`config.mk`:
```
export PLATFORM = sky130hd
export DESIGN_NAME = spi_rx_frontend_flat
export DESIGN_NICKNAME = d
export VERILOG_FILES = /design/src/rtl/spi_rx_frontend_if.sv /design/src/rtl/spi_rx_frontend.sv /design/src/flat_wrapper.sv
export SDC_FILE = /design/constraint.sdc
export NUM_CORES = 1
export LEC_CHECK = 0
export BUFFER_PORTS_ARGS = -buffer_cell sky130_fd_sc_hd__buf_2
export CELL_PAD_IN_SITES_DETAIL_PLACEMENT = 0
export CELL_PAD_IN_SITES_GLOBAL_PLACEMENT = 1
export CORE_MARGIN = 2
export CORE_UTILIZATION = 30
export CTS_BUF_LIST = sky130_fd_sc_hd__clkbuf_8
export CTS_CLUSTER_SIZE = 10
export DETAILED_ROUTE_END_ITERATION = 6
export PLACE_DENSITY = 0.74
export SLEW_MARGIN = 20
export SYNTH_ARGS = -nofsm -noshare
export SYNTH_HDL_FRONTEND = slang
export SYNTH_SLANG_ARGS = --single-unit
```
`constraint.sdc`:
```
create_clock -name CLK -period 1.3 [get_ports CLK]
set_input_delay 0.26 -clock CLK [delete_from_list [all_inputs] [get_ports CLK]]
set_output_delay 0.26 -clock CLK [all_outputs]
set_load 0.005 [all_outputs]
```
`src/rtl/spi_rx_frontend_if.sv`:
```
// Signal bundle between the SPI receive front-end, the SPI pins, the external shifter and the downstream consumer.
interface spi_rx_frontend_if #(
  parameter int WIDTH = 8
);
  logic             SCK;
  logic             SS_N;
  logic             SDI;
  logic             D;
  logic             CE;
  logic [WIDTH-1:0] Q_IN;
  logic [WIDTH-1:0] DATA;
  logic             VALID;
  logic             READY;
  logic             OVERRUN;
  logic             OVR_CLR;
  logic             BUSY;

  modport slave (
    input  SCK, SS_N, SDI, Q_IN, READY, OVR_CLR,
    output D, CE, DATA, VALID, OVERRUN, BUSY
  );

  modport master (
    output SCK, SS_N, SDI, Q_IN, READY, OVR_CLR,
    input  D, CE, DATA, VALID, OVERRUN, BUSY
  );
endinterface

```
`src/rtl/spi_rx_frontend.sv`:
```
// SPI receive front-end: pin synchronisers, SCK edge detect, shifter strobe, bit counting and word hand-off.
// Define SPI_RX_FALLING_EDGE_EN to sample on the falling SCK edge instead of the rising edge.
module spi_rx_frontend #(
  parameter int WIDTH       = 8,
  parameter int SYNC_STAGES = 2
) (
  input logic              CLK,
  input logic              RSTN,
  spi_rx_frontend_if.slave bus
);

  localparam int CW = $clog2(WIDTH) + 1;

`ifdef SPI_RX_FALLING_EDGE_EN
  localparam logic SCK_RST = 1'b1;
`else
  localparam logic SCK_RST = 1'b0;
`endif

  logic [SYNC_STAGES-1:0] sck_sync_q, sck_sync_d;
  logic [SYNC_STAGES-1:0] ss_sync_q, ss_sync_d;
  logic [SYNC_STAGES-1:0] sdi_sync_q, sdi_sync_d;
  logic                   sck_prev_q, sck_prev_d;
  logic                   ce_q, ce_d;
  logic                   d_q, d_d;
  logic [CW-1:0]          cnt_q, cnt_d;
  logic                   pend_q, pend_d;
  logic [WIDTH-1:0]       data_q, data_d;
  logic                   valid_q, valid_d;
  logic                   ovr_q, ovr_d;

  logic sck_sync;
  logic ss_sync;
  logic sdi_sync;
  logic samp_edge;

  assign sck_sync = sck_sync_q[SYNC_STAGES-1];
  assign ss_sync  = ss_sync_q[SYNC_STAGES-1];
  assign sdi_sync = sdi_sync_q[SYNC_STAGES-1];

  // A deasserting select in the same cycle as the edge suppresses the strobe.
`ifdef SPI_RX_FALLING_EDGE_EN
  assign samp_edge = !sck_sync && sck_prev_q && !ss_sync;
`else
  assign samp_edge = sck_sync && !sck_prev_q && !ss_sync;
`endif

  always_comb begin
    sck_sync_d = {sck_sync_q[SYNC_STAGES-2:0], bus.SCK};
    ss_sync_d  = {ss_sync_q[SYNC_STAGES-2:0], bus.SS_N};
    sdi_sync_d = {sdi_sync_q[SYNC_STAGES-2:0], bus.SDI};
    sck_prev_d = sck_sync;
    ce_d       = samp_edge;
    d_d        = samp_edge ? sdi_sync : d_q;
  end

  // A word completed by the last strobe still gets captured even if select rises meanwhile.
  always_comb begin
    cnt_d  = cnt_q;
    pend_d = 1'b0;
    if (ce_q) begin
      if (cnt_q == CW'(WIDTH - 1)) begin
        cnt_d  = '0;
        pend_d = 1'b1;
      end else begin
        cnt_d = cnt_q + 1'b1;
      end
    end
    if (ss_sync) begin
      cnt_d = '0;
    end
  end

  always_comb begin
    data_d  = data_q;
    valid_d = valid_q;
    ovr_d   = ovr_q;
    if (bus.OVR_CLR) begin
      ovr_d = 1'b0;
    end
    if (pend_q) begin
      if (!valid_q || bus.READY) begin
        data_d  = bus.Q_IN;
        valid_d = 1'b1;
      end else begin
        ovr_d = 1'b1;
      end
    end else if (valid_q && bus.READY) begin
      valid_d = 1'b0;
    end
  end

  always_ff @(posedge CLK or negedge RSTN) begin
    if (!RSTN) begin
      sck_sync_q <= {SYNC_STAGES{SCK_RST}};
      ss_sync_q  <= {SYNC_STAGES{1'b1}};
      sdi_sync_q <= '0;
      sck_prev_q <= SCK_RST;
      ce_q       <= 1'b0;
      d_q        <= 1'b0;
      cnt_q      <= '0;
      pend_q     <= 1'b0;
      data_q     <= '0;
      valid_q    <= 1'b0;
      ovr_q      <= 1'b0;
    end else begin
      sck_sync_q <= sck_sync_d;
      ss_sync_q  <= ss_sync_d;
      sdi_sync_q <= sdi_sync_d;
      sck_prev_q <= sck_prev_d;
      ce_q       <= ce_d;
      d_q        <= d_d;
      cnt_q      <= cnt_d;
      pend_q     <= pend_d;
      data_q     <= data_d;
      valid_q    <= valid_d;
      ovr_q      <= ovr_d;
    end
  end

  assign bus.D       = d_q;
  assign bus.CE      = ce_q;
  assign bus.DATA    = data_q;
  assign bus.VALID   = valid_q;
  assign bus.OVERRUN = ovr_q;
  assign bus.BUSY    = !ss_sync;

endmodule
```
`src/flat_wrapper.sv`:
```
// flat-port wrapper written by rule: the top's interface ports become plain ports
module spi_rx_frontend_flat 
#(
  parameter int WIDTH       = 8,
  parameter int SYNC_STAGES = 2
)
  (CLK, RSTN, bus_SCK, bus_SS_N, bus_SDI, bus_Q_IN, bus_READY, bus_OVR_CLR, bus_D, bus_CE, bus_DATA, bus_VALID, bus_OVERRUN, bus_BUSY);
  spi_rx_frontend_if #(.WIDTH(WIDTH)) bus_i ();
  input logic CLK;
  input logic RSTN;
  input wire logic [$bits(bus_i.SCK)-1:0] bus_SCK;
  input wire logic [$bits(bus_i.SS_N)-1:0] bus_SS_N;
  input wire logic [$bits(bus_i.SDI)-1:0] bus_SDI;
  input wire logic [$bits(bus_i.Q_IN)-1:0] bus_Q_IN;
  input wire logic [$bits(bus_i.READY)-1:0] bus_READY;
  input wire logic [$bits(bus_i.OVR_CLR)-1:0] bus_OVR_CLR;
  output wire logic [$bits(bus_i.D)-1:0] bus_D;
  output wire logic [$bits(bus_i.CE)-1:0] bus_CE;
  output wire logic [$bits(bus_i.DATA)-1:0] bus_DATA;
  output wire logic [$bits(bus_i.VALID)-1:0] bus_VALID;
  output wire logic [$bits(bus_i.OVERRUN)-1:0] bus_OVERRUN;
  output wire logic [$bits(bus_i.BUSY)-1:0] bus_BUSY;
  assign bus_i.SCK = bus_SCK;
  assign bus_i.SS_N = bus_SS_N;
  assign bus_i.SDI = bus_SDI;
  assign bus_i.Q_IN = bus_Q_IN;
  assign bus_i.READY = bus_READY;
  assign bus_i.OVR_CLR = bus_OVR_CLR;
  assign bus_D = bus_i.D;
  assign bus_CE = bus_i.CE;
  assign bus_DATA = bus_i.DATA;
  assign bus_VALID = bus_i.VALID;
  assign bus_OVERRUN = bus_i.OVERRUN;
  assign bus_BUSY = bus_i.BUSY;
  spi_rx_frontend #(.WIDTH(WIDTH), .SYNC_STAGES(SYNC_STAGES)) u_core (.CLK(CLK), .RSTN(RSTN), .bus(bus_i));
endmodule
```
### Yosys cells after proc, flatten, opt, wreduce, memory -nomap -nowiden

Cells that the tools add are included.
Widths: inputs -> output; s select.

* $add $sub $neg: 1
* equality and inequality tests: 2
* muxes and demuxes: 11
* reduce and logical (&&, ||, !) cells: 11

Operator list (number)
* $mux 4: 3
* $mux 1: 8
* $add 4x1->4 const B: 1
* $eq 4x3->1 const B: 1
* $reduce_and 2->1: 2
* $reduce_bool 2->1: 2
* $logic_and 1x1->1: 3
* $logic_not 1->1: 3
* $ne 2x2->1 const B: 1
* $logic_or 1x1->1: 1

* register bits: 24
* input bits: 15
* output and inout bits: 13
* logic and storage cells: 36

### Longest topological paths before layout

Gate-level depths: netlist of the first run.

* depth in word-level cells: 4
* depth in mapped cells: 4
* depth with buffers taken out: 4

### Worst setup path after synthesis of the first run

Ideal clock, no wire load.

* path kind: register to register
* start: reg u_core.cnt_q[0]
* end: reg u_core.cnt_q[3]
* library setup time: 0.073 ns
* data arrival time: 1.066 ns
* data required time: 1.227 ns
* slack: 0.161 ns
* cell stages (with the launch flop): 4
* buffers on the path: 0
* period minus slack after synthesis: 1.139 ns
* path through: dfrtp_1 -> ha_1 -> or3_1 -> a21oi_2

* longest elaborated chain between the ends: 4
* elaborated cells between the ends (all ways): 5
* those cells by class: add/sub: 1; eq/ne: 1; mux: 3

RTL lines
* from (decl): line spi_rx_frontend.sv:26 `logic [CW-1:0] cnt_q, cnt_d;`
* from (signal assigned): line spi_rx_frontend.sv:113 `cnt_q <= cnt_d;`
* $add 4x1->4 / $eq 4x3->1 (equally long branches): line spi_rx_frontend.sv:66, spi_rx_frontend.sv:62
* $mux 4 *: line spi_rx_frontend.sv:62 `if (cnt_q == CW'(WIDTH - 1)) begin`
* $mux 4 *: line spi_rx_frontend.sv:61 `if (ce_q) begin`
* $mux 4 *: line spi_rx_frontend.sv:69 `if (ss_sync) begin`

Every way passes the cells marked *; elsewhere a longest branch is shown, timed or not. The select of a mux whose other input is x is not followed.
A chain may end at the register's enable or synchronous reset.

### Worst setup path in the final report of the first run

* start: reg u_core.ss_sync_q[1]
* end: out bus_BUSY

* longest elaborated chain between the ends: 1

RTL lines
* from (decl): line spi_rx_frontend.sv:21 `logic [SYNC_STAGES-1:0] ss_sync_q, ss_sync_d;`
* from (signal assigned): line spi_rx_frontend.sv:96 `ss_sync_q <= {SYNC_STAGES{1'b1}};`
* from (signal assigned): line spi_rx_frontend.sv:108 `ss_sync_q <= ss_sync_d;`
* $logic_not 1->1: line spi_rx_frontend.sv:126 `assign bus.BUSY = !ss_sync;`
* to (decl): line flat_wrapper.sv:22 `output wire logic [$bits(bus_i.BUSY)-1:0] bus_BUSY;`

Every way passes these cells.

==> reports/results.ini, run 1 <==
[synthesis]
synthXorXnorAreaFrac_pct = 2.06
synthDistinctLibCells = 20
ys_warn_count = 0
synth_area_um2 = 850
ys_seq_area_share_pct = 71.0
ys_seq_elements = 24
synth_compound_area_share_pct = 1.77
postSynthCellCount = 55
synthSimpleGateAreaFrac_pct = 9.28
synth_area_per_cell_um2 = 15.4
synth_top_family_by_area = multiplexers
synth_nets = 71
synth_adder_area_share_pct = 1.47
synth_mux_area_share_pct = 13.1

[clock_tree]
clkLatencyLatePin_ns = 0.26
clockBufferDepth = 2
clk_pin_slew_ns = 0.08
clkSinkCount = 24
tritoncts = built
ctsRootBufferMaster = clkbuf_8
htreeDepth = 1
numCtsBuffers = 3

[die]
coreArea_um2 = 2730
fp.dieH_um = 57.2
initial_core_util_pct = 31.1
floorplan.rows = 19
die_w_um = 57.2
io_pins = 28
dieArea_um2 = 3270

[finish]
drive_gt1_share_pct = 52.3
antenna_cells = 0
register_area_um2 = 603
syn_to_final_growth_pct = 30.9
nets = 105
multi_input_area_um2 = 235
fillers = 246
fin_util_pct = 40.7
final_cell_count_no_fill = 119

[global_routing]
grt_pass1_wl_um = 2320
grt_pass1_vias = 571
grt_max_degree = 25
gr-total-overflow = 0
grtUsageTotal_pct = 9.38
antenna_found_initial = 0

[critical_path]
r2r_cells = 3
crit-reg2reg-launch = u_core.ss_sync_q[1]
cp_slowest_cell = dfstp_2
cp_data_arrival_time_ns = 0.94
worstPathMaxFanout = 2
slowest_delay_ns = 0.54
worstSetupStartpoint = u_core.ss_sync_q[1]
critPathLaunchType = flop
critPathBufInv = 2
crit_type = reg -> out
cp-end-kind = output pin
r2r_setup_slack_ns = 0.1
required_ns = 1.04
critPathTopFamily = flip-flops
r2r-end = u_core.bus.D
worstPathCellList = inv_1 > buf_2

[timing]
setup_tns_ns = 0
drv_slew = 0
worst_pin_slew_ns = 0.512
finalHoldViolCount = 0
period_needed_ns = 1.20
timing.final.crit_share_pct = 92.7
max_freq_mhz = 830
finClkSkew_ns = 0.00166
finalSetupViolations = 0
slew_headroom_pct = 65.9
rsz0062_at_grt = no

[drt]
dr_total_vias = 511
wire_per_inst_um = 11.4
ant_nets = 0
drt_iter0_drc = 13
via_per_inst = 4.29
drt_pass1_iterations = 3
drc = 0
wl_um = 1350

[placement]
portBuffers = 27
dpl.cell_count = 113
dp_hpwl_um = 977
gp_congestion = 0.762

[status]
run_status = finished, final reports clean

[power]
power.density_nw_per_um2 = 1330
p_leak_uw = 0.000582
ir_drop_mv = 0.911

[hold_path]
whs_path_depth = 1
min_to = u_core.ss_sync_q[0]
min_from = bus_SS_N
min-delay-path-class = in -> reg

[flow_run]
cap_viol_max_count = 0

==> stage by stage <==
stage	worst slack (ns)	hold WS, ns	area, um^2	total power [uW]
6_report	0.0955	0.0922	1110	1480
5_1_grt	0.0311	0.0682	1110	1540
4_1_cts	0.0785	0.0784	1110	1510
3_5_place_dp	0.0837	0.267	1020	856
3_3_place_gp	0.110	0.257	1020	854
2_1_floorplan	0.161	-0.0356	850	809
==> sequential cells by signal, indices dropped and copies added, names as in the netlist <==
register and cells:
u_core.sck_prev_q 1, u_core.ss_sync_q 2, u_core.bus.CE 1, u_core.bus.OVERRUN 1, u_core.sdi_sync_q 2, u_core.bus.VALID 1
u_core.bus.D 1, u_core.bus.DATA 8, u_core.sck_sync_q 2, u_core.cnt_q 4, u_core.pend_q 1
==> cell usage in the layout (no fill, tap or decap), types with 2 or more instances in the layout <==
master	synthesis	layout
clkbuf_8	0	3
mux2_2	9	9
nand2_1	3	3
dfrtp_1	22	22
dfstp_2	2	2
inv_1	3	3
buf_2	0	27
nor2_1	2	2
==> synth_stat cells <==
library cell,instances,share of area [%]
nand2_1,3,1.3
nand2_2,1,0.74
mux2i_1,1,1.2
nor3_1,1,0.59
nor3b_2,1,1.5
ha_1,1,1.5
nand2b_1,1,0.74
nor3b_1,1,0.88
dfrtp_1,22,65
nor4bb_1,1,1.2
mux2_2,9,12
o22ai_1,1,0.74
nand4_1,1,0.74
dfstp_2,2,6.2
nor2_1,2,0.88
a21oi_2,1,1.0
xor2_1,1,1.0
xnor2_1,1,1.0
or3_1,1,0.74
inv_1,3,1.3
==> how the worst max path moves through the flow <==
stage,to,cells after the start
after floorplan,u_core.cnt_q[3],3
after global placement,u_core.bus.DATA[1],4
after detailed placement,u_core.bus.DATA[4],4
after CTS,bus_BUSY,2
after global routing,bus_BUSY,2
final,bus_BUSY,2
==> per-layer routing <==
layer	global-route usage [%]	routed length, um
met5	0	0
met2	16.7	710
met1	9.91	570
met4	1.99	0
met3	4.76	70
==> final cells by class <==
cell class	count	area share, %
Sequential cell	24	54.2
Multi-Input combinational cell	28	21.1
Timing Repair Buffer	29	13.7
Clock buffer	3	3.71
Tap cell	31	3.49
Clock inverter	1	2.70
Inverter	3	1.01
==> what timing repair did <==
item,CTS,global route
resized for setup,0,0
buffers inserted,1,0
hold endpoints to repair,22,0
hold buffers,1,0
setup endpoints to repair,1,0
==> logic make-up (layout without fill, tap and decap cells) <==
family                   after synthesis  count (layout)
AO/OA/AOI/OAI                          2               2
XOR/XNOR                               2               2
adder cells (fa/ha/maj)                1               1
buffers and inverters                  3              36
flip-flops                            24              24
multiplexers                          10              10
AND/OR/NAND/NOR                       13              13
==> power breakdown <==
| part | switching (uW) | leakage, uW | internal, uW | total [uW] |
|---|---|---|---|---|
| registers | 10.7 | 0.000314 | 768 | 779 |
| logic | 30.2 | 0.000233 | 34.5 | 64.7 |
| clock network | 224 | 0.0000357 | 411 | 635 |
No activity file was read; power rests on OpenSTA's default activity.
==> inputs of run 2 (changes only) <==
==> constraint.sdc (replaced) <==
create_clock -name CLK -period 1.5 [get_ports CLK]
set_input_delay 0.3 -clock CLK [delete_from_list [all_inputs] [get_ports CLK]]
set_output_delay 0.3 -clock CLK [all_outputs]
set_load 0.005 [all_outputs]
==> run 2 against run 1 <==
Count of clock-buffer cells in the layout stayed put. Core utilization is 0.64 points lower. Worst setup slack improved by 0.061 ns. Power down 14%. Clock power decreased by 13%. Wire length fell by 2.3%. Die area unchanged. Cell area shrank 1.6%. Global-route usage decreased by 0.14 points. Clock skew hardly changed. Sequential cell count stayed put. Largest cell class unchanged. Via count decreased by 2.0%.
==> reports/results.ini, run 2 (synthesis results as in run 1) <==
[finish]
final_common_cell = buf_2
design_area_um2 = 1090  ; -1.6%
drive_gt1_share_pct = 52.3  ; +0.053 points
syn_to_final_growth_pct = 28.9
nets = 103  ; -1.9%
fillers = 248  ; +0.81%
fin_util_pct = 40.0  ; -0.64 points
final_cell_mix = buf_2, dfrtp_1, mux2_2
antenna_cells = 0  ; unchanged
largest_reg_flops = 8  ; unchanged
final_cell_count_no_fill = 117  ; -1.7%

[drt]
ant_nets = 0  ; unchanged
via_per_inst = 4.28  ; -0.28%
wl_um = 1320  ; -2.3%
drc = 0  ; unchanged
dr_total_vias = 501  ; -2.0%
drt_iter0_drc = 3  ; -10
wire_per_inst_um = 11.3  ; -0.62%
drt_pass1_iterations = 3  ; unchanged

[critical_path]
worstPathCellList = inv_1 > buf_2
cp_data_arrival_time_ns = 1.04  ; +0.10 ns
crit_type = reg -> out
slowest_delay_ns = 0.61  ; +0.07 ns
cp-end-kind = output pin
required_ns = 1.20  ; +0.16 ns
worstPathMaxFanout = 6  ; +4
cp_slowest_cell = dfstp_2
critPathLaunchType = flop

[clock_tree]
ctsResizeCount = 0  ; unchanged
cts_hold_buf = 0  ; -1
ctsRootBufferMaster = clkbuf_8
post_cts_buffers = 0  ; -1
clkLatencyLatePin_ns = 0.26  ; about the same
tritoncts = built
clockBufferDepth = 2  ; unchanged
clkSinkCount = 24  ; unchanged
clk_pin_slew_ns = 0.08  ; about the same
numCtsBuffers = 3  ; unchanged
htreeDepth = 1  ; unchanged

[timing]
finClkSkew_ns = 0.00148  ; -0.000171 ns
finalSetupViolations = 0  ; unchanged
timing.final.crit_share_pct = 89.5
setup_tns_ns = 0  ; unchanged
slew_headroom_pct = 65.8  ; about the same
rsz0062_at_grt = no
worst_pin_slew_ns = 0.513  ; +0.000360 ns
drv_slew = 0  ; unchanged
max_freq_mhz = 745
finalHoldViolCount = 0  ; unchanged
period_needed_ns = 1.34

[global_routing]
grtUsageTotal_pct = 9.23  ; -0.14 points
grt_pass1_wl_um = 2280  ; -1.8%
grt_pass1_vias = 560  ; -1.9%
antenna_found_initial = 0  ; unchanged
gr-total-overflow = 0  ; unchanged
grt_max_degree = 25  ; unchanged

[die]
coreArea_um2 = 2730  ; unchanged
fp.dieH_um = 57.2  ; unchanged
dieArea_um2 = 3270  ; unchanged
die_w_um = 57.2  ; unchanged
floorplan.rows = 19  ; unchanged
initial_core_util_pct = 31.1  ; unchanged
io_pins = 28  ; unchanged

[placement]
gp_congestion = 0.762  ; unchanged
portBuffers = 27  ; unchanged
dp_hpwl_um = 977  ; unchanged
dpl.cell_count = 113  ; unchanged
place_area_um2 = 1020  ; unchanged

[power]
power.density_nw_per_um2 = 1170  ; -12%
ir_drop_mv = 0.755  ; -17%
p_leak_uw = 0.000573  ; -1.5%

[hold_path]
min-delay-path-class = in -> async

[flow_run]
cap_viol_max_count = 0  ; unchanged

[status]
run_status = finished, final reports clean

run 2: cell types whose count changed in the layout (fill, tap and decap cells not counted), sizes merged:
cell / previous run / this run
buf: 28 / 27
dlygate4sd3: 1 / 0
run 2: stage by stage:
| step | total power (uW) | hold WS [ns] | worst slack [ns] |
|---|---|---|---|
| after floorplan | 701 | 0.00441 | 0.361 |
| after global placement | 740 | 0.297 | 0.270 |
| after detailed placement | 742 | 0.307 | 0.244 |
| after CTS | 1300 | 0.0112 | 0.138 |
| after global routing | 1330 | 0.0311 | 0.0837 |
| final | 1280 | 0.00155 | 0.157 |
run 2: final cells by class:
cell class	instances	area [um^2]	share of cell area (%)
inverter	3	11.3	1.03
multi-input combinational	28	235	21.5
tap	31	38.8	3.54
clock buffer	3	41.3	3.77
timing repair buffer	27	135	12.3
sequential	24	603	55.1
clock inverter	1	30.0	2.74
run 2: final timing paths:
kind / slack [ns] / startpoint / cells past startpoint / end
worst max register to register: 0.31 / u_core.cnt_q[0] / 3 / u_core.cnt_q[3]
worst min-delay path: 0.002 / RSTN / 1 / u_core.bus.DATA[3]
worst min register to register: 0.36 / u_core.ss_sync_q[0] / 0 / u_core.ss_sync_q[1]
min in group CLK: 0.13 / bus_SS_N / 1 / u_core.ss_sync_q[0]
worst max-delay path: 0.16 / u_core.ss_sync_q[1] / 2 / bus_BUSY
max in group asynchronous: 1.14 / RSTN / 1 / u_core.ss_sync_q[0]
run 2: per-layer routing:
| metal | vias up | track usage [%] | part of all wire [%] |
|---|---|---|---|
| li1 | 247 | - | - |
| met1 | 241 | 10.1 | 44 |
| met2 | 13 | 16.1 | 51 |
| met3 | 0 | 4.76 | 5.3 |
| met4 | 0 | 1.99 | 0 |
| met5 | - | 0 | 0 |
run 2: report_power, final:
group          internal [uW]  switching [uW]
combinational           26.4            23.2
clock                    356             193
sequential               666            11.6
total                   1050             228
run 2: worst max-delay path: cells and delay by family, from the launching register on:
| kind | cells | cell delay [ns] |
|---|---|---|
| flip-flops | 1 | 0.61 |
| buffers and inverters | 2 | 0.17 |
